[config.mk]
export PLATFORM = sky130hd
export DESIGN_NAME = axis_rgb_collector
export DESIGN_NICKNAME = d
export VERILOG_FILES = /design/src/rtl/axis_img_pkg.sv /design/src/rtl/axis_rgb_collector_if.sv /design/src/rtl/rgb_out_reg.sv /design/src/rtl/axis_rgb_collector.sv
export SDC_FILE = /design/constraint.sdc
export NUM_CORES = 1
export LEC_CHECK = 0
export BUFFER_PORTS_ARGS = -buffer_cell sky130_fd_sc_hd__buf_2
export CAP_MARGIN = 40
export CORE_ASPECT_RATIO = 2
export CORE_MARGIN = 5
export CORE_UTILIZATION = 59
export CTS_CLUSTER_DIAMETER = 40
export DETAILED_ROUTE_END_ITERATION = 6
export PLACE_DENSITY = 0.84
export SYNTH_ARGS = -nofsm -noshare
export SYNTH_HDL_FRONTEND = slang
export SYNTH_SLANG_ARGS = --single-unit
[constraint.sdc]
create_clock -name hdmi_clk -period 2.9 [get_ports hdmi_clk]
set_input_delay 0.58 -clock hdmi_clk [delete_from_list [all_inputs] [get_ports hdmi_clk]]
set_output_delay 0.58 -clock hdmi_clk [all_outputs]
set_load 0.01 [all_outputs]
[src/rtl/axis_img_pkg.sv]
// Shared image-stream definitions: byte phase encoding, default frame geometry
// and the pixel payload carried through the output register slice.
package axis_img_pkg;

  typedef enum logic [1:0] {
    PH_R = 2'd0,
    PH_G = 2'd1,
    PH_B = 2'd2
  } phase_e;

  localparam int IMG_WIDTH   = 224;
  localparam int IMG_HEIGHT  = 224;
  localparam int TOTAL_BYTES = IMG_WIDTH * IMG_HEIGHT * 3;

  typedef struct packed {
    logic [23:0] rgb;
    logic [7:0]  x;
    logic [7:0]  y;
    logic        last;
  } pix_t;

  function automatic int frame_bytes(input int w, input int h);
    return w * h * 3;
  endfunction

endpackage

[src/rtl/axis_rgb_collector_if.sv]
// Assembled-pixel stream: {R,G,B} payload with raster position and valid/ready.
interface axis_rgb_collector_if;

  logic [23:0] rgb;
  logic [7:0]  x;
  logic [7:0]  y;
  logic        last;
  logic        vld;
  logic        rdy;

  modport master (output rgb, x, y, last, vld, input rdy);
  modport slave  (input rgb, x, y, last, vld, output rdy);

endinterface

[src/rtl/rgb_out_reg.sv]
// Single-entry register slice for assembled pixels; one-cycle latency,
// accepts a new load whenever empty or being drained in the same cycle.
module rgb_out_reg
  import axis_img_pkg::*;
(
  input  logic                  hdmi_clk,
  input  logic                  rst_n,
  input  logic                  load_vld,
  input  pix_t                  load_dat,
  output logic                  load_rdy,
  axis_rgb_collector_if.master  pix
);

  pix_t data_q;
  logic vld_q;

  assign load_rdy = !vld_q || pix.rdy;

  always_ff @(posedge hdmi_clk) begin
    if (!rst_n) begin
      vld_q  <= 1'b0;
      data_q <= '0;
    end else if (load_vld && load_rdy) begin
      vld_q  <= 1'b1;
      data_q <= load_dat;
    end else if (pix.rdy) begin
      vld_q  <= 1'b0;
    end
  end

  assign pix.vld  = vld_q;
  assign pix.rgb  = data_q.rgb;
  assign pix.x    = data_q.x;
  assign pix.y    = data_q.y;
  assign pix.last = data_q.last;

endmodule

[src/rtl/axis_rgb_collector.sv]
// Collects an R,G,B byte stream into 24-bit pixels tagged with raster x/y.
// One cycle from B byte to pix_valid; B byte is held off only while output is full.
module axis_rgb_collector
  import axis_img_pkg::*;
#(
  parameter int WIDTH  = IMG_WIDTH,
  parameter int HEIGHT = IMG_HEIGHT
) (
  input  logic        hdmi_clk,
  input  logic        rst_n,
  input  logic [7:0]  s_axis_0_tdata,
  input  logic        s_axis_0_tvalid,
  output logic        s_axis_0_tready,
  output logic [23:0] pix_rgb,
  output logic        pix_valid,
  input  logic        pix_ready,
  output logic [7:0]  pix_x,
  output logic [7:0]  pix_y,
  output logic        pix_last,
  output logic        frame_done,
  output logic [17:0] byte_cnt
);

  localparam logic [7:0]  X_MAX   = 8'(WIDTH - 1);
  localparam logic [7:0]  Y_MAX   = 8'(HEIGHT - 1);
  localparam logic [17:0] CNT_MAX = 18'(frame_bytes(WIDTH, HEIGHT) - 1);

  phase_e      phase_q, phase_d;
  logic [7:0]  r_q, g_q, x_q, y_q;
  logic        accept, load_vld, load_rdy;
  pix_t        load_dat;

  axis_rgb_collector_if pix_bus ();

  rgb_out_reg u_out (
    .hdmi_clk (hdmi_clk),
    .rst_n    (rst_n),
    .load_vld (load_vld),
    .load_dat (load_dat),
    .load_rdy (load_rdy),
    .pix      (pix_bus.master)
  );

  assign pix_bus.rdy = pix_ready;
  assign pix_rgb     = pix_bus.rgb;
  assign pix_valid   = pix_bus.vld;
  assign pix_x       = pix_bus.x;
  assign pix_y       = pix_bus.y;
  assign pix_last    = pix_bus.last;

  // Only the B byte needs output space; R and G just land in holding registers.
  assign s_axis_0_tready = rst_n && ((phase_q != PH_B) || load_rdy);
  assign accept          = s_axis_0_tvalid && s_axis_0_tready;
  assign load_vld        = accept && (phase_q == PH_B);
  assign load_dat        = '{rgb:  {r_q, g_q, s_axis_0_tdata},
                             x:    x_q,
                             y:    y_q,
                             last: (x_q == X_MAX) && (y_q == Y_MAX)};

  always_ff @(posedge hdmi_clk) begin
    if (!rst_n) phase_q <= PH_R;
    else        phase_q <= phase_d;
  end

  always_comb begin
    phase_d = phase_q;
    if (accept) begin
      case (phase_q)
        PH_R:    phase_d = PH_G;
        PH_G:    phase_d = PH_B;
        default: phase_d = PH_R;
      endcase
    end
  end

  always_ff @(posedge hdmi_clk) begin
    if (!rst_n) begin
      r_q        <= '0;
      g_q        <= '0;
      x_q        <= '0;
      y_q        <= '0;
      byte_cnt   <= '0;
      frame_done <= 1'b0;
    end else begin
      frame_done <= pix_bus.vld && pix_ready && pix_bus.last;
      if (accept && phase_q == PH_R) r_q <= s_axis_0_tdata;
      if (accept && phase_q == PH_G) g_q <= s_axis_0_tdata;
      if (load_vld) begin
        if (x_q == X_MAX) begin
          x_q <= '0;
          y_q <= (y_q == Y_MAX) ? 8'd0 : y_q + 8'd1;
        end else begin
          x_q <= x_q + 8'd1;
        end
      end
      if (accept) byte_cnt <= (byte_cnt == CNT_MAX) ? 18'd0 : byte_cnt + 18'd1;
    end
  end

endmodule

Word level (Yosys, flattened, before mapping):

Cells that the tools add are included.

* bits of input ports: 12
* register bits: 95

* equality and inequality tests: 6
* multiplexer cells: 6
* reductions and logical operators: 15
* $add $sub $neg: 3

Operator list (count)
* 18-bit by 1-bit adder with 18-bit output, second input constant: 1
* 18-bit == test, second input constant: 1
* 18-bit 2-to-1 mux: 1
* 8-bit by 1-bit adder with 8-bit output, second input constant: 2
* 8-bit == test, second input constant: 2
* 8-bit 2-to-1 mux: 2
* 1-bit logical AND: 9
* 2-bit one-hot mux with 2 select lines: 1
* 2-bit by 1-bit == test with 1-bit output, second input constant: 1
* 2-bit == test, second input constant: 1
* 2-bit zero test: 1
* 1-bit logical OR: 2
* 1-bit 2-to-1 mux: 2
* 2-bit != test, second input constant: 1
* 2-bit AND reduction: 1
* 2-bit nonzero test: 1
* 1-bit zero test: 1

Depth between registers and ports, before layout:

* depth after elaboration: 8
* depth in mapped cells: 6
* mapped depth without buffers: 5

Modules after synthesis:

Synthesis repeated with hierarchy kept, for this count alone.

* cells, all modules: 459
* area total of the unflattened synthesis: 4165.2 um2

By module, submodules not included
* axis_rgb_collector: instances 1, cells an instance 276, seq. area each 1061.0 um2, area each 2444.8 um2
* rgb_out_reg: instances 1, cells an instance 183, seq. area each 840.8 um2, area each 1720.4 um2

Least setup slack after synthesis:

OpenSTA, ideal clock, no wires.

* path kind: input port to flip-flop
* from: in pix_ready
* to: reg byte_cnt[17]
* arrival time: 1933 ps
* required time: 2828 ps
* library setup time: 72 ps
* buffers on the path: 0
* stages on the path: 4
* path slack: 895 ps
* cells stage by stage: and4bb_4 -> or4_4 -> or4_1 -> a21oi_1

* cells in the longest elaborated chain, start to end: 4

RTL lines
* from (decl): RTL line axis_rgb_collector.sv:16 `input logic pix_ready,`
* 1-bit logical OR: RTL line rgb_out_reg.sv:17 `assign load_rdy = !vld_q || pix.rdy;`
* 1-bit logical OR: RTL line axis_rgb_collector.sv:52 `assign s_axis_0_tready = rst_n && ((phase_q != PH_B) || load_rdy);`
* 1-bit logical AND: RTL line axis_rgb_collector.sv:52
* 1-bit logical AND: RTL line axis_rgb_collector.sv:53 `assign accept = s_axis_0_tvalid && s_axis_0_tready;`
* to (signal assigned): RTL line axis_rgb_collector.sv:96 `if (accept) byte_cnt <= (byte_cnt == CNT_MAX) ? 18'd0 : byte_cnt + 18'd1;`
* to (decl): RTL line axis_rgb_collector.sv:21 `output logic [17:0] byte_cnt`

No other way between the ends.
A chain may end at the register's enable or synchronous reset.

Worst setup path in the final report:

* from: reg x_q[2]
* to: reg y_q[5]

* cells in the longest elaborated chain, start to end: 2

RTL lines
* from (decl): RTL line axis_rgb_collector.sv:29 `logic [7:0] r_q, g_q, x_q, y_q;`
* from (signal assigned): RTL line axis_rgb_collector.sv:93 `x_q <= x_q + 8'd1;`
* 8-bit == test: RTL line axis_rgb_collector.sv:89 `if (x_q == X_MAX) begin`
* 2-bit AND reduction (no line)
* to (signal assigned): RTL line axis_rgb_collector.sv:91 `y_q <= (y_q == Y_MAX) ? 8'd0 : y_q + 8'd1;`
* to (decl): RTL line axis_rgb_collector.sv:29

No other way between the ends.

==> results.toml <==
[setup_path]
worst_ep_required_time_ns = 3.14
worst_setup_path_start_kind = "flop"
critPathKind = "flop to flop"
cp_max_fo = 14
crit_path_end_kind = "flop"
worstPathArrival_ns = 2.30

[timing]
rsz0062_at_grt = "false"
setup_tns_ns = 0
hold_viol = 0
skew_ns = 0.00623
max_freq_ghz = 0.485
relSlewSlack_pct = 60.8
tightest_slew_ns = 0.581
fin_crit_ns = 2.06
period_share_pct = 71.1
slew_viol_final = 0
setup_violations = 0

[cts]
cts_buffers = 9
cts_sinks = 95
cts_tree = "built"
path_clk_slew_ns = 0.06
clockBufferDepth = 2
cts-root-buf = "clkbuf_16"
cts_setup_buffers = 0
ctsResizeCount = 0
htree_num_levels = 3
cts_hold_buf = 0
worstSkewPairLatency_ns = 0.34

[pwr]
vdd_drop_max_mv = 0.513
seqPwrFrac_pct = 53.1
fin_total_pwr_uw = 2510
p_sw_share_pct = 21.3
p_sw_uw = 534
p_leak_uw = 0.00169
pwr-share-comb_pct = 3.4
p_int_uw = 1970
p_clk_share_pct = 43.5
power-per-cell-area_mw_per_mm2 = 556

[cells_and_area]
multiInputGateArea_mm2 = 0.00178
post-route-util_pct = 71.5
areaGrowthSynthToFinish_pct = 18.6
drive_above_1_share_pct = 18.6
finish.net_count = 548
nFillCells = 549
n_antenna_cell = 0
seqCellArea_mm2 = 0.00190

[yosys]
synth.distinct_cells = 43
avgSynthCellArea_um2 = 8.19
ys_ff_latch = 95
yosys_warnings = 0
yosysSeqAreaShare_pct = 50.0
syn_inst = 464
synth_edf_count = 0
netlist_area_mm2 = 0.00380
synth_nets = 479
synth_ff_type = "dfxtp_1"
async_flop_share_pct = 0

[run_status]
outcome = "complete, no violations"

[routing]
ant_nets = 0
drc_errors = 0
drt_iter0_markers = 238
wirelength_um = 9020
vias = 3514
post_drt_wl_per_cell_um = 14.5
vias_per_cell = 5.63
drtPass1Iterations = 4

[global_routing]
grt_pass1_vias = 3363
antenna_found_initial = 0
grt_start_max_net_pins = 49
grt.overflow.total = 0
groute.usage.overall_pct = 23.7
grt_pass1_wl_um = 15000

[min_path]
hp-class = "flop to flop"

[floorplan]
ioPinCount = 74
rows = 41
die_area_mm2 = 0.00825
die_height_um = 124
start_util_pct = 60.3
coreArea_mm2 = 0.00631
fp.dieW_um = 66.8

[placed_design]
gp_congestion = 0.883
place_hpwl_um = 6400
portBuffers = 73

[job]
cap_violations = 0
[cell usage in the layout, fill, tap and decap left out, types with 3 or more instances in the layout]
| master | instances |
|---|---|
| a21oi_1 | 74 |
| and2_1 | 3 |
| and4_1 | 7 |
| buf_2 | 73 |
| buf_4 | 8 |
| clkbuf_16 | 9 |
| dfxtp_1 | 95 |
| ha_1 | 3 |
| inv_1 | 4 |
| nand2_1 | 129 |
| nand3_1 | 14 |
| nand4_1 | 7 |
| nor2_1 | 19 |
| nor3_1 | 3 |
| o21ai_0 | 14 |
| o31ai_1 | 8 |
| or3_1 | 8 |
| or4_1 | 9 |
| xnor2_1 | 8 |
| xor2_1 | 4 |
[power by group through the flow]
stage | Combinational, uW | Sequential, uW | Clock, uW
global route | 95.1 | 1330 | 1170
CTS | 86.1 | 1330 | 1110
detailed placement | 84.8 | 1360 | 0
finish | 85.6 | 1330 | 1090
floorplan | 55.7 | 1360 | 0
global placement | 83.1 | 1360 | 0
[routing by layer]
metal / vias up / global-route usage, % / share of wire (%)
met5: - / 0 / 0
met4: 0 / 13.6 / 3.3
met3: 24 / 4.27 / 4.8
met2: 114 / 42.1 / 55
met1: 1627 / 25.4 / 37
li1: 1749 / - / -
[synthesized netlist by cell type (2+ instances only)]
cell type / number / share of area (%)
nand2_1: 129 / 13
and2_1: 3 / 0.49
o21ai_0: 14 / 1.8
xnor2_1: 8 / 1.8
clkbuf_1: 20 / 2.0
xor2_1: 4 / 0.92
nor3_1: 3 / 0.39
o31ai_1: 8 / 1.6
nor4b_1: 2 / 0.46
or3_1: 8 / 1.3
nor2b_1: 2 / 0.33
nor4_1: 2 / 0.33
a21oi_1: 74 / 9.7
and3_1: 2 / 0.33
o22ai_1: 2 / 0.33
nand4_1: 7 / 1.2
and4_1: 7 / 1.6
nand4b_1: 2 / 0.46
nand3_1: 14 / 1.8
buf_6: 2 / 0.59
dfxtp_1: 95 / 50
ha_1: 3 / 0.99
nor2_1: 20 / 2.0
nand2b_1: 2 / 0.33
inv_1: 4 / 0.39
or4_1: 9 / 1.8
o311ai_0: 2 / 0.46
[worst paths after layout]
path,startpoint,endpoint,slack (ns),cells after the start
max,x_q[2]$_SDFFE_PN0N_,y_q[5]$_SDFFE_PN0P_,0.84,4
min,u_out.pix.y[5]$_SDFFE_PN0P_,u_out.pix.y[5]$_SDFFE_PN0P_,0.45,2
max reg2reg,x_q[2]$_SDFFE_PN0N_,y_q[5]$_SDFFE_PN0P_,0.84,4
min reg2reg,u_out.pix.y[5]$_SDFFE_PN0P_,u_out.pix.y[5]$_SDFFE_PN0P_,0.45,2
[stage by stage]
step	hold slack [ns]	setup WS, ns	cell area (um^2)	cells
floorplan	0.432	0.895	3800	464
global placement	0.439	0.581	4230	608
detailed placement	0.444	0.555	4230	608
CTS	0.453	0.827	4510	624
global route	0.469	0.701	4510	624
finish	0.449	0.839	4510	624
[area by class of cell]
cell class / count / area share [%]
repair buffers: 81 / 9.43
flip-flops and latches: 95 / 42.2
multi-input cells: 341 / 39.4
clock buffers: 13 / 5.77
clock inverters: 3 / 0.388
inverters: 5 / 0.416
well taps: 86 / 2.39
[sequential cells by signal (all words and copies together) (netlist names), 8 cells and up]
signal / flops
x_q: 8
y_q: 8
u_out.pix.rgb: 24
r_q: 8
u_out.pix.x: 8
g_q: 8
byte_cnt: 18
u_out.pix.y: 8
[cells by family after synthesis]
logic type,count (synthesis),synth area share (%)
and+or+nand+nor,220,27.6
adders and majority gates,3,0.987
DFF,95,50.0
xor gates and xnor gates,12,2.76
muxes,1,0.263
AOI/OAI and AO/OA,105,15.1
buffers and inverters,28,3.26
[worst max-delay path: stages, from the launching register on]
cell and delay [ns]:
dfxtp_1 0.42, and2_1 0.19, nand4_1 0.40, or4_1 0.64, a221oi_1 0.31
Note: power is estimated with default switching activity, not from simulation.
